File: src/rtl/traffic_pkg.sv
// Shared phase encoding, default durations and small helpers for the
// multi-phase traffic controller.
package traffic_pkg;

  typedef enum logic [1:0] {
    PH_GREEN   = 2'd0,
    PH_YELLOW  = 2'd1,
    PH_ALL_RED = 2'd2,
    PH_FLASH   = 2'd3
  } phase_e;

  localparam int DEF_N_DIR      = 4;
  localparam int DEF_GREEN_MIN  = 20;
  localparam int DEF_GREEN_MAX  = 100;
  localparam int DEF_YELLOW_T   = 20;
  localparam int DEF_ALLRED_T   = 5;
  localparam int DEF_FLASH_HALF = 10;

  function automatic int max3(input int a, input int b, input int c);
    int m;
    m = (a > b) ? a : b;
    return (m > c) ? m : c;
  endfunction

endpackage

File: src/rtl/rr_next_sel.sv
// Round-robin pick of the next approach to receive green: first pending
// approach after active_dir (wrapping), else simply active_dir+1.
module rr_next_sel #(
  parameter int N_DIR = 4,
  localparam int DW = $clog2(N_DIR)
) (
  input  logic [N_DIR-1:0] pending,
  input  logic [DW-1:0]    active_dir,
  output logic [DW-1:0]    next_dir
);

  logic [DW-1:0] idx_s;

  // Scan farthest candidate first so the nearest pending one is assigned last.
  always_comb begin
    next_dir = DW'((int'(active_dir) + 1) % N_DIR);
    idx_s    = active_dir;
    for (int k = N_DIR; k >= 1; k--) begin
      idx_s    = DW'((int'(active_dir) + k) % N_DIR);
      next_dir = pending[idx_s] ? idx_s : next_dir;
    end
  end

endmodule

File: src/rtl/multi_phase_traffic_ctrl.sv
// Multi-approach signal controller: GREEN -> YELLOW -> ALL_RED rotation with
// request-driven early exit, round-robin service and a night flashing mode.
module multi_phase_traffic_ctrl
  import traffic_pkg::*;
#(
  parameter int N_DIR      = DEF_N_DIR,
  parameter int GREEN_MIN  = DEF_GREEN_MIN,
  parameter int GREEN_MAX  = DEF_GREEN_MAX,
  parameter int YELLOW_T   = DEF_YELLOW_T,
  parameter int ALLRED_T   = DEF_ALLRED_T,
  parameter int FLASH_HALF = DEF_FLASH_HALF,
  localparam int DW = $clog2(N_DIR)
) (
  input  logic             clk,
  input  logic             reset,
  input  logic [N_DIR-1:0] req,
  input  logic             flash_en,
  output logic [N_DIR-1:0] red,
  output logic [N_DIR-1:0] yellow,
  output logic [N_DIR-1:0] green,
  output logic [DW-1:0]    active_dir,
  output logic [N_DIR-1:0] pending
);

  localparam int TW = $clog2(max3(GREEN_MAX, YELLOW_T, ALLRED_T) + 1);
  localparam int FW = $clog2(FLASH_HALF + 1);

  phase_e           state_r, state_nxt_s;
  logic [TW-1:0]    timer_r;
  logic [FW-1:0]    flash_cnt_r;
  logic             flash_lit_r;
  logic [DW-1:0]    active_dir_r;
  logic [DW-1:0]    next_dir_s;
  logic [N_DIR-1:0] pending_r;
  logic [N_DIR-1:0] act_oh_s, set_s, clr_s;
  logic             other_pend_s, green_done_s, yellow_done_s, allred_done_s;
  logic             enter_green_s;

  assign act_oh_s      = {{(N_DIR-1){1'b0}}, 1'b1} << active_dir_r;
  assign other_pend_s  = |(pending_r & ~act_oh_s);
  assign green_done_s  = (timer_r == TW'(GREEN_MAX - 1)) ||
                         ((timer_r >= TW'(GREEN_MIN - 1)) && (other_pend_s || flash_en));
  assign yellow_done_s = (timer_r == TW'(YELLOW_T - 1));
  assign allred_done_s = (timer_r == TW'(ALLRED_T - 1));
  assign enter_green_s = (state_r == PH_ALL_RED) && allred_done_s && !flash_en;

  // The owner of a running green cannot queue itself; entering green clears its bit.
  assign set_s = req & ~((state_r == PH_GREEN) ? act_oh_s : {N_DIR{1'b0}});
  assign clr_s = enter_green_s ? ({{(N_DIR-1){1'b0}}, 1'b1} << next_dir_s) : {N_DIR{1'b0}};

  rr_next_sel #(.N_DIR(N_DIR)) u_rr_next_sel (
    .pending    (pending_r),
    .active_dir (active_dir_r),
    .next_dir   (next_dir_s)
  );

  // Phase state register.
  always_ff @(posedge clk) begin
    if (reset) state_r <= PH_GREEN;
    else       state_r <= state_nxt_s;
  end

  // Phase transition rules; flash_en is deliberately not consulted in YELLOW.
  always_comb begin
    state_nxt_s = state_r;
    case (state_r)
      PH_GREEN:   state_nxt_s = green_done_s  ? PH_YELLOW : PH_GREEN;
      PH_YELLOW:  state_nxt_s = yellow_done_s ? PH_ALL_RED : PH_YELLOW;
      PH_ALL_RED: begin
        if (allred_done_s) state_nxt_s = flash_en ? PH_FLASH : PH_GREEN;
        else               state_nxt_s = PH_ALL_RED;
      end
      PH_FLASH:   state_nxt_s = flash_en ? PH_FLASH : PH_ALL_RED;
      default:    state_nxt_s = PH_GREEN;
    endcase
  end

  // Phase timer (saturating), flash blink phase, owner and request latch.
  always_ff @(posedge clk) begin
    if (reset) begin
      timer_r      <= {TW{1'b0}};
      flash_cnt_r  <= {FW{1'b0}};
      flash_lit_r  <= 1'b1;
      active_dir_r <= {DW{1'b0}};
      pending_r    <= {N_DIR{1'b0}};
    end else begin
      if (state_nxt_s != state_r)    timer_r <= {TW{1'b0}};
      else if (timer_r != {TW{1'b1}}) timer_r <= timer_r + TW'(1);
      else                            timer_r <= timer_r;

      if ((state_r == PH_FLASH) && (state_nxt_s == PH_FLASH)) begin
        if (flash_cnt_r == FW'(FLASH_HALF - 1)) begin
          flash_cnt_r <= {FW{1'b0}};
          flash_lit_r <= ~flash_lit_r;
        end else begin
          flash_cnt_r <= flash_cnt_r + FW'(1);
          flash_lit_r <= flash_lit_r;
        end
      end else begin
        flash_cnt_r <= {FW{1'b0}};
        flash_lit_r <= 1'b1;
      end

      active_dir_r <= enter_green_s ? next_dir_s : active_dir_r;
      pending_r    <= (pending_r | set_s) & ~clr_s;
    end
  end

  // Lamp decode from registered state only.
  always_comb begin
    red    = {N_DIR{1'b0}};
    yellow = {N_DIR{1'b0}};
    green  = {N_DIR{1'b0}};
    case (state_r)
      PH_GREEN: begin
        red   = ~act_oh_s;
        green = act_oh_s;
      end
      PH_YELLOW: begin
        red    = ~act_oh_s;
        yellow = act_oh_s;
      end
      PH_ALL_RED: red    = {N_DIR{1'b1}};
      PH_FLASH:   yellow = {N_DIR{flash_lit_r}};
      default:    red    = {N_DIR{1'b1}};
    endcase
  end

  assign active_dir = active_dir_r;
  assign pending    = pending_r;

endmodule

File: config.mk
export PLATFORM = sky130hd
export DESIGN_NAME = multi_phase_traffic_ctrl
export DESIGN_NICKNAME = d
export VERILOG_FILES = /design/src/rtl/traffic_pkg.sv /design/src/rtl/rr_next_sel.sv /design/src/rtl/multi_phase_traffic_ctrl.sv
export SDC_FILE = /design/constraint.sdc
export NUM_CORES = 1
export LEC_CHECK = 0
export BUFFER_PORTS_ARGS = -buffer_cell sky130_fd_sc_hd__buf_2
export CELL_PAD_IN_SITES_DETAIL_PLACEMENT = 0
export CELL_PAD_IN_SITES_GLOBAL_PLACEMENT = 1
export CORE_AREA = 2 2 62 70
export CTS_BUF_LIST = sky130_fd_sc_hd__clkbuf_16
export DETAILED_ROUTE_END_ITERATION = 12
export DIE_AREA = 0 0 64 72
export PLACE_DENSITY_LB_ADDON = 0.2
export SYNTH_ARGS = -nofsm -noshare
export SYNTH_HDL_FRONTEND = slang
export SYNTH_SLANG_ARGS = --single-unit
File: constraint.sdc
create_clock -name clk -period 2.45 [get_ports clk]
set_input_delay 0.245 -clock clk [delete_from_list [all_inputs] [get_ports clk]]
set_output_delay 0.245 -clock clk [all_outputs]
set_load 0.005 [all_outputs]
==> results of run 1 <==
area by class of cell:
type,instances,area [um2]
Clock buffer,3,75.1
Clock inverter,1,30.0
Fill cell,384,2050
Inverter,16,60.1
Multi-Input combinational cell,139,1030
Sequential cell,20,400
Tap cell,52,65.1
Timing Repair Buffer,29,158
worst max-delay path, delay by kind of cell (launching register included):
kind                     cells  cell delay [ps]
AO/OA/AOI/OAI                2              530
flip-flops                   1              330
XOR/XNOR                     1              120
adder cells (fa/ha/maj)      1              360
multiplexers                 1              540
buffers and inverters        1               90
layer usage:
layer,track usage,vias up
met4,0.0676,0
met1,0.202,642
met5,0,-
met3,0.0171,4
met2,0.304,38
li1,-,721
cells by family (layout without fill, tap and decap cells):
logic type | count (synthesis) | count (layout)
AO/OA/AOI/OAI | 44 | 44
adder cells (fa/ha/maj) | 8 | 8
flip-flops | 20 | 20
AND/OR/NAND/NOR | 68 | 68
multiplexers | 14 | 14
XOR/XNOR | 5 | 5
buffers and inverters | 29 | 49
layout by cell type, fill, tap and decap left out, types with 2 or more instances in the layout:
| master | n |
|---|---|
| a21oi_1 | 15 |
| and3_1 | 2 |
| nand2b_1 | 4 |
| a31oi_1 | 4 |
| nor2_1 | 11 |
| mux2i_1 | 8 |
| o21ai_0 | 2 |
| dfxtp_1 | 20 |
| nand2_1 | 17 |
| clkbuf_16 | 3 |
| a221oi_1 | 2 |
| nor3_1 | 2 |
| a21boi_0 | 4 |
| o22ai_1 | 2 |
| mux2_2 | 4 |
| and4b_1 | 2 |
| nor3b_1 | 2 |
| buf_2 | 24 |
| inv_1 | 16 |
| ha_1 | 8 |
| nor2b_1 | 3 |
| o2111ai_1 | 2 |
| buf_4 | 5 |
| mux4_2 | 2 |
| nand3_1 | 14 |
| xnor2_1 | 2 |
| xor2_1 | 2 |
per-stage QoR:
step / util / power [mW] / instance area [um2] / hold WS [ps] / cells
2_1_floorplan: - / 0.414 / 1580 / 433 / 188
3_3_place_gp: 0.443 / 0.430 / 1720 / 443 / 256
3_5_place_dp: 0.443 / 0.431 / 1720 / 474 / 256
4_1_cts: 0.471 / 0.887 / 1820 / 331 / 260
5_1_grt: 0.471 / 0.906 / 1820 / 355 / 260
6_report: 0.471 / 0.875 / 1820 / 334 / 260
path summary, 6_finish.rpt:
| check | start | to | slack (ps) | depth (start not counted) |
|---|---|---|---|---|
| setup / recovery | active_dir[0] | pending[1] | 380 | 6 |
| hold / removal | reset | state_r[0] | 330 | 2 |
| setup reg to reg | active_dir[0] | pending[1] | 380 | 6 |
| hold reg to reg | flash_cnt_r[0] | flash_cnt_r[0] | 480 | 1 |
flip-flops by register name, indices dropped and copies added, names as in the netlist:
signal and cells:
flash_lit_r 1, active_dir 2, state_r 2, pending 4, flash_cnt_r 4, timer_r 7
power breakdown:
part / switching [mW] / internal (mW)
combinational: 0.0380 / 0.0362
clock: 0.126 / 0.324
sequential: 0.0169 / 0.333
total: 0.181 / 0.694
==> out/results.md, run 1 <==
### Yosys
• leading post-synthesis cells by instance count: dfxtp_1, nand2_1, inv_1
• xor/xnor share of the synthesized area: 0.0325
• YS warnings: 0
• post-synthesis instance area: 0.00158 mm2
• top cell type by total area after synthesis: dfxtp_1
• basic-gate share of the synthesized area counting and, or, nand and nor cells: 0.251
• sequential element share of the synthesized area: 0.254
• cell types with the largest area share after synthesis: dfxtp_1, ha_1, mux2i_1
• Async S/R FF share, synth: 0
• number of nets in the synthesized netlist: 203
• mux share of post-synthesis cell area: 0.108
• area share of the leading cell type in the synthesized netlist: 0.254
• complex-gate fraction of the synthesized area: 0.202
• number of enable flip-flop cells after synthesis: 0
• count of state elements after synthesis: 20
• Gate Count Post-Synth: 188
• Mean Syn Cell Area: 8.39 um2
• most frequent cell after synthesis: dfxtp_1
• number of unique standard cell types used by synthesis: 55
• Top FF cell, synth: dfxtp_1
• combinational family with the most area after synthesis: simple AND/OR/NAND/NOR gates
• Post-Synth Adder-Cell Area: 0.0635

### Global routing
• pin count of the biggest net entering global routing: 17
• total global-route track usage: 0.168
• global-route wire length before repair: 6140 um
• initial antenna violation count: 0
• via count of the first global-routing pass: 1322
• overflow left after global routing: 0

### Detailed routing
• post-detailed-route via-to-cell ratio: 5.40
• 1st-pass router iterations: 4
• Max Used Layer: met4
• remaining antenna violation count: 0
• met2 layer wire length in the routed design: 1790 um
• Detailed Route WL: 3600 um
• Vias: 1405
• DRC violation total after the first TritonRoute iteration: 79
• routed length on met3: 159 um
• drc violations: 0
• met1 wire length: 1600 um
• WL per Instance: 13.8 um

### STA
• time the worst path needs with I/O delays and setup: 2070 ps
• final critical-path share of the clock period: 0.845
• post-route setup TNS: 0 ps
• Max Clk Rate: 483 MHz
• worst clock skew on the final layout: 3.67 ps
• smallest setup slack after layout: 379 ps
• Hold Fails Final Rpt: 0
• number of max-slew violations in the final report: 0
• number of endpoints failing setup at the final stage: 0
• worst relative slew slack: 0.672
• RSZ-0062 raised after global routing: false
• transition time of the tightest slew-check pin: 491 ps

### Critical path
• endpoint type of the worst setup path: flip-flop
• startpoint type of the worst setup path: flip-flop
• largest stage delay on the critical path: 540 ps
• critical-path cell list: inv_1 > ha_1 > mux4_2 > o22ai_2 > xnor2_2 > o31a_1
• cell with the biggest individual delay on the critical path: mux4_2
• maximum fanout count along the critical path: 4
• worst path arrival time: 2210 ps
• critical setup path kind: reg2reg
• Data required, critical path: 2590 ps

### Power
• Max rail drop VDD: 0.000372 V
• PwrDens: 480 mW/mm2
• leakage power: 0.721 nW

### CTS
• number of buffers inserted during clock tree synthesis: 3
• clock root buffer: clkbuf_16
• CTS tree: yes
• number of H-tree levels: 1
• Resize count post-CTS: 0
• post-CTS clock slew at the launch and capture registers of the worst setup and hold paths: 60 ps
• total number of clock tree sinks: 20
• largest buffer count on any clock path: 2
• count of hold buffers inserted by post-cts repair: 0
• Post CTS Setup Buffer Count: 0
• insertion delay to the later sink of the worst-skew pair: 250 ps

### Final layout
• Post-layout nets: 224
• share of post-route cells with drive strength above 1: 0.226
• P&R area growth vs syn: 15.6%
• number of diodes added for antenna fixing: 0

### Place
• routability congestion estimate: 0.839
• HPWL after DPL: 2790 um
• number of port buffers: 24
• pre-CTS WS: 382 ps

### Flow run
• number of maximum-capacitance violations: 0

### Floorplan
• Total Die Area: 0.00461 mm2
• I/O pin count: 25
• starting density of the core: 0.407
• number of rows in the core area: 24
• area inside the core boundary: 0.00387 mm2
• die boundary width: 64 um
• die height: 72 um

### Status
• result of the run: finished, final reports clean

### Hold path
• kind of path behind the tightest hold check: in2reg

(Power assumes the default switching activity.)
==> inputs of run 2 (changes only) <==
clock period = 2.1 ns   (was 2.45 ns; I/O delays follow)
==> out/results.md, run 2 (same netlist as run 1, synthesis figures left out) <==
### Status
• result of the run: finished, final reports clean

### Global routing
• via count of the first global-routing pass: 1429
• initial antenna violation count: 0
• global-route wire length before repair: 6890 um
• pin count of the biggest net entering global routing: 17
• total global-route track usage: 0.187
• overflow left after global routing: 0

### Hold path
• worst min-delay path endpoint: pending[0]
• hold path depth: 3
• kind of path behind the tightest hold check: in2reg
• beginning of the worst hold path: req[0]

### Final layout
• flip-flop count of the largest register after layout: 7
• multi-input combinational cell area: 0.00105 mm2
• final design utilization: 0.483
• Post-layout nets: 226
• number of diodes added for antenna fixing: 0
• number of filler cells placed in the layout: 380
• P&R area growth vs syn: 18.7%
• leading cell types in the layout, fill and taps excluded: buf_2, dfxtp_1, nand2_1
• area used by sequential logic in the layout: 402 um2
• largest register by flop count: timer_r
• Post-Layout Inst Area: 0.00187 mm2
• share of post-route cells with drive strength above 1: 0.248
• most common cell after layout, fill and taps aside: buf_2

### Power
• Clk pwr share: 0.516
• Int Pwr: 0.812 mW
• Max rail drop VDD: 0.000405 V
• leakage power: 0.735 nW
• combinational fraction of design power: 0.088
• PwrDens: 551 mW/mm2
• Switching Share: 0.214
• net switching power figure: 0.220 mW
• part of the total power dissipated in sequential elements: 0.396

### Flow run
• number of maximum-capacitance violations: 0

### STA
• transition time of the tightest slew-check pin: 478 ps
• Max Clk Rate: 509 MHz
• number of max-slew violations in the final report: 0
• time the worst path needs with I/O delays and setup: 1960 ps
• worst clock skew on the final layout: 2.81 ps
• worst hold slack: 270 ps
• RSZ-0062 raised after global routing: false
• post-route setup TNS: 0 ps
• final critical-path share of the clock period: 0.935
• Hold Fails Final Rpt: 0
• worst relative slew slack: 0.681
• number of endpoints failing setup at the final stage: 0

### CTS
• number of H-tree levels: 1
• largest buffer count on any clock path: 2
• CTS tree: yes
• post-CTS clock slew at the launch and capture registers of the worst setup and hold paths: 60 ps
• Resize count post-CTS: 0
• number of buffers inserted during clock tree synthesis: 3
• insertion delay to the later sink of the worst-skew pair: 260 ps
• total number of clock tree sinks: 20
• clock root buffer: clkbuf_16
• count of hold buffers inserted by post-cts repair: 0

### Floorplan
• number of rows in the core area: 24
• Total Die Area: 0.00461 mm2
• area inside the core boundary: 0.00387 mm2
• die boundary width: 64 um
• I/O pin count: 25
• starting density of the core: 0.407
• die height: 72 um

### Detailed routing
• drc violations: 0
• met1 wire length: 1720 um
• WL per Instance: 14.6 um
• post-detailed-route via-to-cell ratio: 5.42
• Vias: 1421
• remaining antenna violation count: 0
• Detailed Route WL: 3840 um
• DRC violation total after the first TritonRoute iteration: 55
• 1st-pass router iterations: 4
• met2 layer wire length in the routed design: 1950 um
• routed length on met3: 104 um
• Max Used Layer: met4

### Critical path
• count of buffering cells on the critical path with inverters included: 1
• worst path arrival time: 2110 ps
• setup slack of the most critical reg-to-reg path: 140 ps
• critical setup path kind: reg2reg
• RR Endpoint: pending[1]
• cell with the biggest individual delay on the critical path: mux4_2
• largest stage delay on the critical path: 520 ps
• maximum fanout count along the critical path: 4
• Data required, critical path: 2250 ps
• crit-path leading delay family: multiplexers
• cell depth of the worst flop-to-flop path: 6
• startpoint of the worst register-to-register path: active_dir[1]
• endpoint type of the worst setup path: flip-flop
• startpoint type of the worst setup path: flip-flop
• critical-path cell list: inv_1 > ha_4 > mux4_2 > o22ai_4 > xnor2_2 > o31a_1

### Place
• routability congestion estimate: 0.856
• number of port buffers: 24
• placed cell areas: 0.00175 mm2
• HPWL after DPL: 2850 um

## run 2: cell types whose count changed in the layout (fill, tap and decap cells not counted), sizes merged
cell  delta
buf      +2
## run 2: power by group through the flow
stage / Clock, mW / Combinational [mW] / Sequential, mW
6_report: 0.532 / 0.0907 / 0.409
5_1_grt: 0.556 / 0.104 / 0.412
4_1_cts: 0.545 / 0.0912 / 0.409
3_5_place_dp: 0 / 0.0908 / 0.418
3_3_place_gp: 0 / 0.0886 / 0.417
2_1_floorplan: 0 / 0.0787 / 0.406
## run 2: repair_timing
item / CTS / global route
buffers inserted: 0 / 1
endpoints found under the hold margin: 0 / 0
setup endpoints to repair: 0 / 5
## run 2: worst min-delay path, cell delays in order
cell	delay [ps]
buf_2	100
a21oi_1	110
a211oi_1	60
## run 2: per-stage QoR
step,power (mW),setup WS [ps],std cells
after floorplan,0.485,3.24,188
after global placement,0.505,170,257
after detailed placement,0.508,132,257
after CTS,1.05,124,261
after global routing,1.07,4.76,262
final,1.03,137,262
## run 2: worst max-delay path by stage
stage | startpoint | cells after the start | slack, ps | end
after floorplan | active_dir[1] | 7 | 3 | pending[1]
after global placement | active_dir[1] | 6 | 170 | pending[1]
after detailed placement | active_dir[1] | 6 | 130 | pending[1]
after CTS | active_dir[1] | 6 | 120 | pending[1]
after global routing | timer_r[0] | 8 | 5 | timer_r[2]
final | active_dir[1] | 6 | 140 | pending[1]
## run 2: per-layer routing
metal,global-route usage,up-vias
met3,0.0326,5
li1,-,725
met4,0.0700,0
met2,0.326,18
met5,0,-
met1,0.229,673
## run 2: area by class of cell
class	count	share of cell area
inverters	16	0.0321
multi-input cells	139	0.564
clock inverters	1	0.0160
well taps	52	0.0348
clock buffers	3	0.0401
flip-flops and latches	20	0.215
repair buffers	31	0.0989
==> inputs of run 3 (changes only) <==
CORE_AREA = 2 2 65 67   (was 2 2 62 70)
DIE_AREA = 0 0 67 69   (was 0 0 64 72)
==> out/results.md, run 3 (same netlist as run 1, synthesis figures left out) <==
### Critical path
• endpoint type of the worst setup path: flip-flop
• largest stage delay on the critical path: 520 ps
• cell with the biggest individual delay on the critical path: mux4_2
• Data required, critical path: 2240 ps
• setup slack of the most critical reg-to-reg path: 110 ps
• startpoint type of the worst setup path: flip-flop
• worst path arrival time: 2140 ps
• maximum fanout count along the critical path: 4
• crit-path leading delay family: multiplexers
• count of buffering cells on the critical path with inverters included: 1
• critical setup path kind: reg2reg
• critical-path cell list: inv_1 > ha_4 > mux4_2 > o22ai_4 > xnor2_2 > o31a_1

### Hold path
• kind of path behind the tightest hold check: in2reg

### STA
• final critical-path share of the clock period: 0.949
• worst hold slack: 278 ps
• Max Clk Rate: 502 MHz
• number of max-slew violations in the final report: 0
• worst clock skew on the final layout: 2.61 ps
• RSZ-0062 raised after global routing: false
• time the worst path needs with I/O delays and setup: 1990 ps
• transition time of the tightest slew-check pin: 462 ps
• post-route setup TNS: 0 ps
• Hold Fails Final Rpt: 0
• worst relative slew slack: 0.692
• number of endpoints failing setup at the final stage: 0

### CTS
• post-CTS clock slew at the launch and capture registers of the worst setup and hold paths: 60 ps
• CTS tree: yes
• count of hold buffers inserted by post-cts repair: 0
• total number of clock tree sinks: 20
• insertion delay to the later sink of the worst-skew pair: 250 ps
• largest buffer count on any clock path: 2
• number of H-tree levels: 1
• number of buffers inserted during clock tree synthesis: 3
• clock root buffer: clkbuf_16

### Final layout
• Post-Layout Inst Area: 0.00184 mm2
• most common cell after layout, fill and taps aside: buf_2
• Post-layout nets: 225
• number of filler cells placed in the layout: 406
• largest register by flop count: timer_r
• share of post-route cells with drive strength above 1: 0.249
• leading cell types in the layout, fill and taps excluded: buf_2, nand2_1, dfxtp_1
• P&R area growth vs syn: 16.6%
• number of diodes added for antenna fixing: 0
• multi-input combinational cell area: 0.00105 mm2
• area used by sequential logic in the layout: 404 um2
• number of standard cells in the final layout excluding fillers: 259
• flip-flop count of the largest register after layout: 7

### Power
• PwrDens: 491 mW/mm2
• overall power of the completed layout: 0.903 mW
• Max rail drop VDD: 0.000295 V
• leakage power: 0.719 nW

### Detailed routing
• DRC violation total after the first TritonRoute iteration: 66
• drc violations: 0
• Detailed Route WL: 3840 um
• 1st-pass router iterations: 4
• WL per Instance: 14.8 um
• Vias: 1442
• remaining antenna violation count: 0
• post-detailed-route via-to-cell ratio: 5.57

### Place
• routability congestion estimate: 0.813
• placed cell areas: 0.00174 mm2
• number of port buffers: 24
• HPWL after DPL: 2910 um
• Inst Count DP: 254

### Global routing
• total global-route track usage: 0.180
• global-route wire length before repair: 6540 um
• overflow left after global routing: 0
• initial antenna violation count: 0
• pin count of the biggest net entering global routing: 17
• via count of the first global-routing pass: 1343

### Floorplan
• starting density of the core: 0.403
• Total Die Area: 0.00462 mm2
• area inside the core boundary: 0.00391 mm2
• die boundary width: 67 um
• die height: 69 um
• number of rows in the core area: 23
• I/O pin count: 25

### Flow run
• number of maximum-capacitance violations: 0

### Status
• result of the run: finished, final reports clean

[run 3: changes by cell type in the layout (fill, tap and decap cells not counted)]
cell | before | now
buf_4 | 6 | 5
dfxtp_1 | 19 | 17
bufinv_16 | 1 | 0
dfxtp_2 | 1 | 3
clkinv_1 | 0 | 1
[run 3: report_power, final]
part / leakage, nW / switching, mW / total (mW) / internal (mW)
Clock: 0.0385 / 0.148 / 0.402 / 0.254
Combinational: 0.517 / 0.0463 / 0.0909 / 0.0446
Sequential: 0.164 / 0.0208 / 0.410 / 0.389
Total: 0.719 / 0.215 / 0.903 / 0.688
[run 3: layer usage]
metal	wire, um	track usage	share of wire
met1	1860	0.254	0.48
met2	1830	0.281	0.48
met5	0	0	0
met3	135	0.0294	0.035
met4	24	0.0476	0.0062
[run 3: timing repair]
action | 4_1_cts | 5_1_grt
setup endpoints to repair | 0 | 6
resized for setup | 0 | 2
buffers inserted | 0 | 1
[run 3: worst paths after layout]
path | start | end | depth (start not counted)
setup / recovery | active_dir[1] | pending[1] | 6
hold / removal | req[0] | pending[0] | 3
setup reg to reg | active_dir[1] | pending[1] | 6
hold reg to reg | flash_cnt_r[0] | flash_cnt_r[0] | 1
[run 3: per-stage QoR]
step	setup slack, ps	util
final	108	0.470
after global routing	10.9	0.470
after CTS	94.9	0.464
after detailed placement	103	0.444
after global placement	168	0.444
after floorplan	3.24	-
[run 3: cell type report]
class	instances	share of cell area
clock inverters	1	0.00204
multi-input cells	139	0.574
inverters	16	0.0327
repair buffers	30	0.0967
flip-flops and latches	20	0.220
well taps	50	0.0340
clock buffers	3	0.0408
[run 3: worst reg2reg max path, cell delays in order (launching register included)]
cell and delay (ps):
dfxtp_1 320, inv_1 110, ha_4 310, mux4_2 530, o22ai_4 220, xnor2_2 120
o31a_1 280
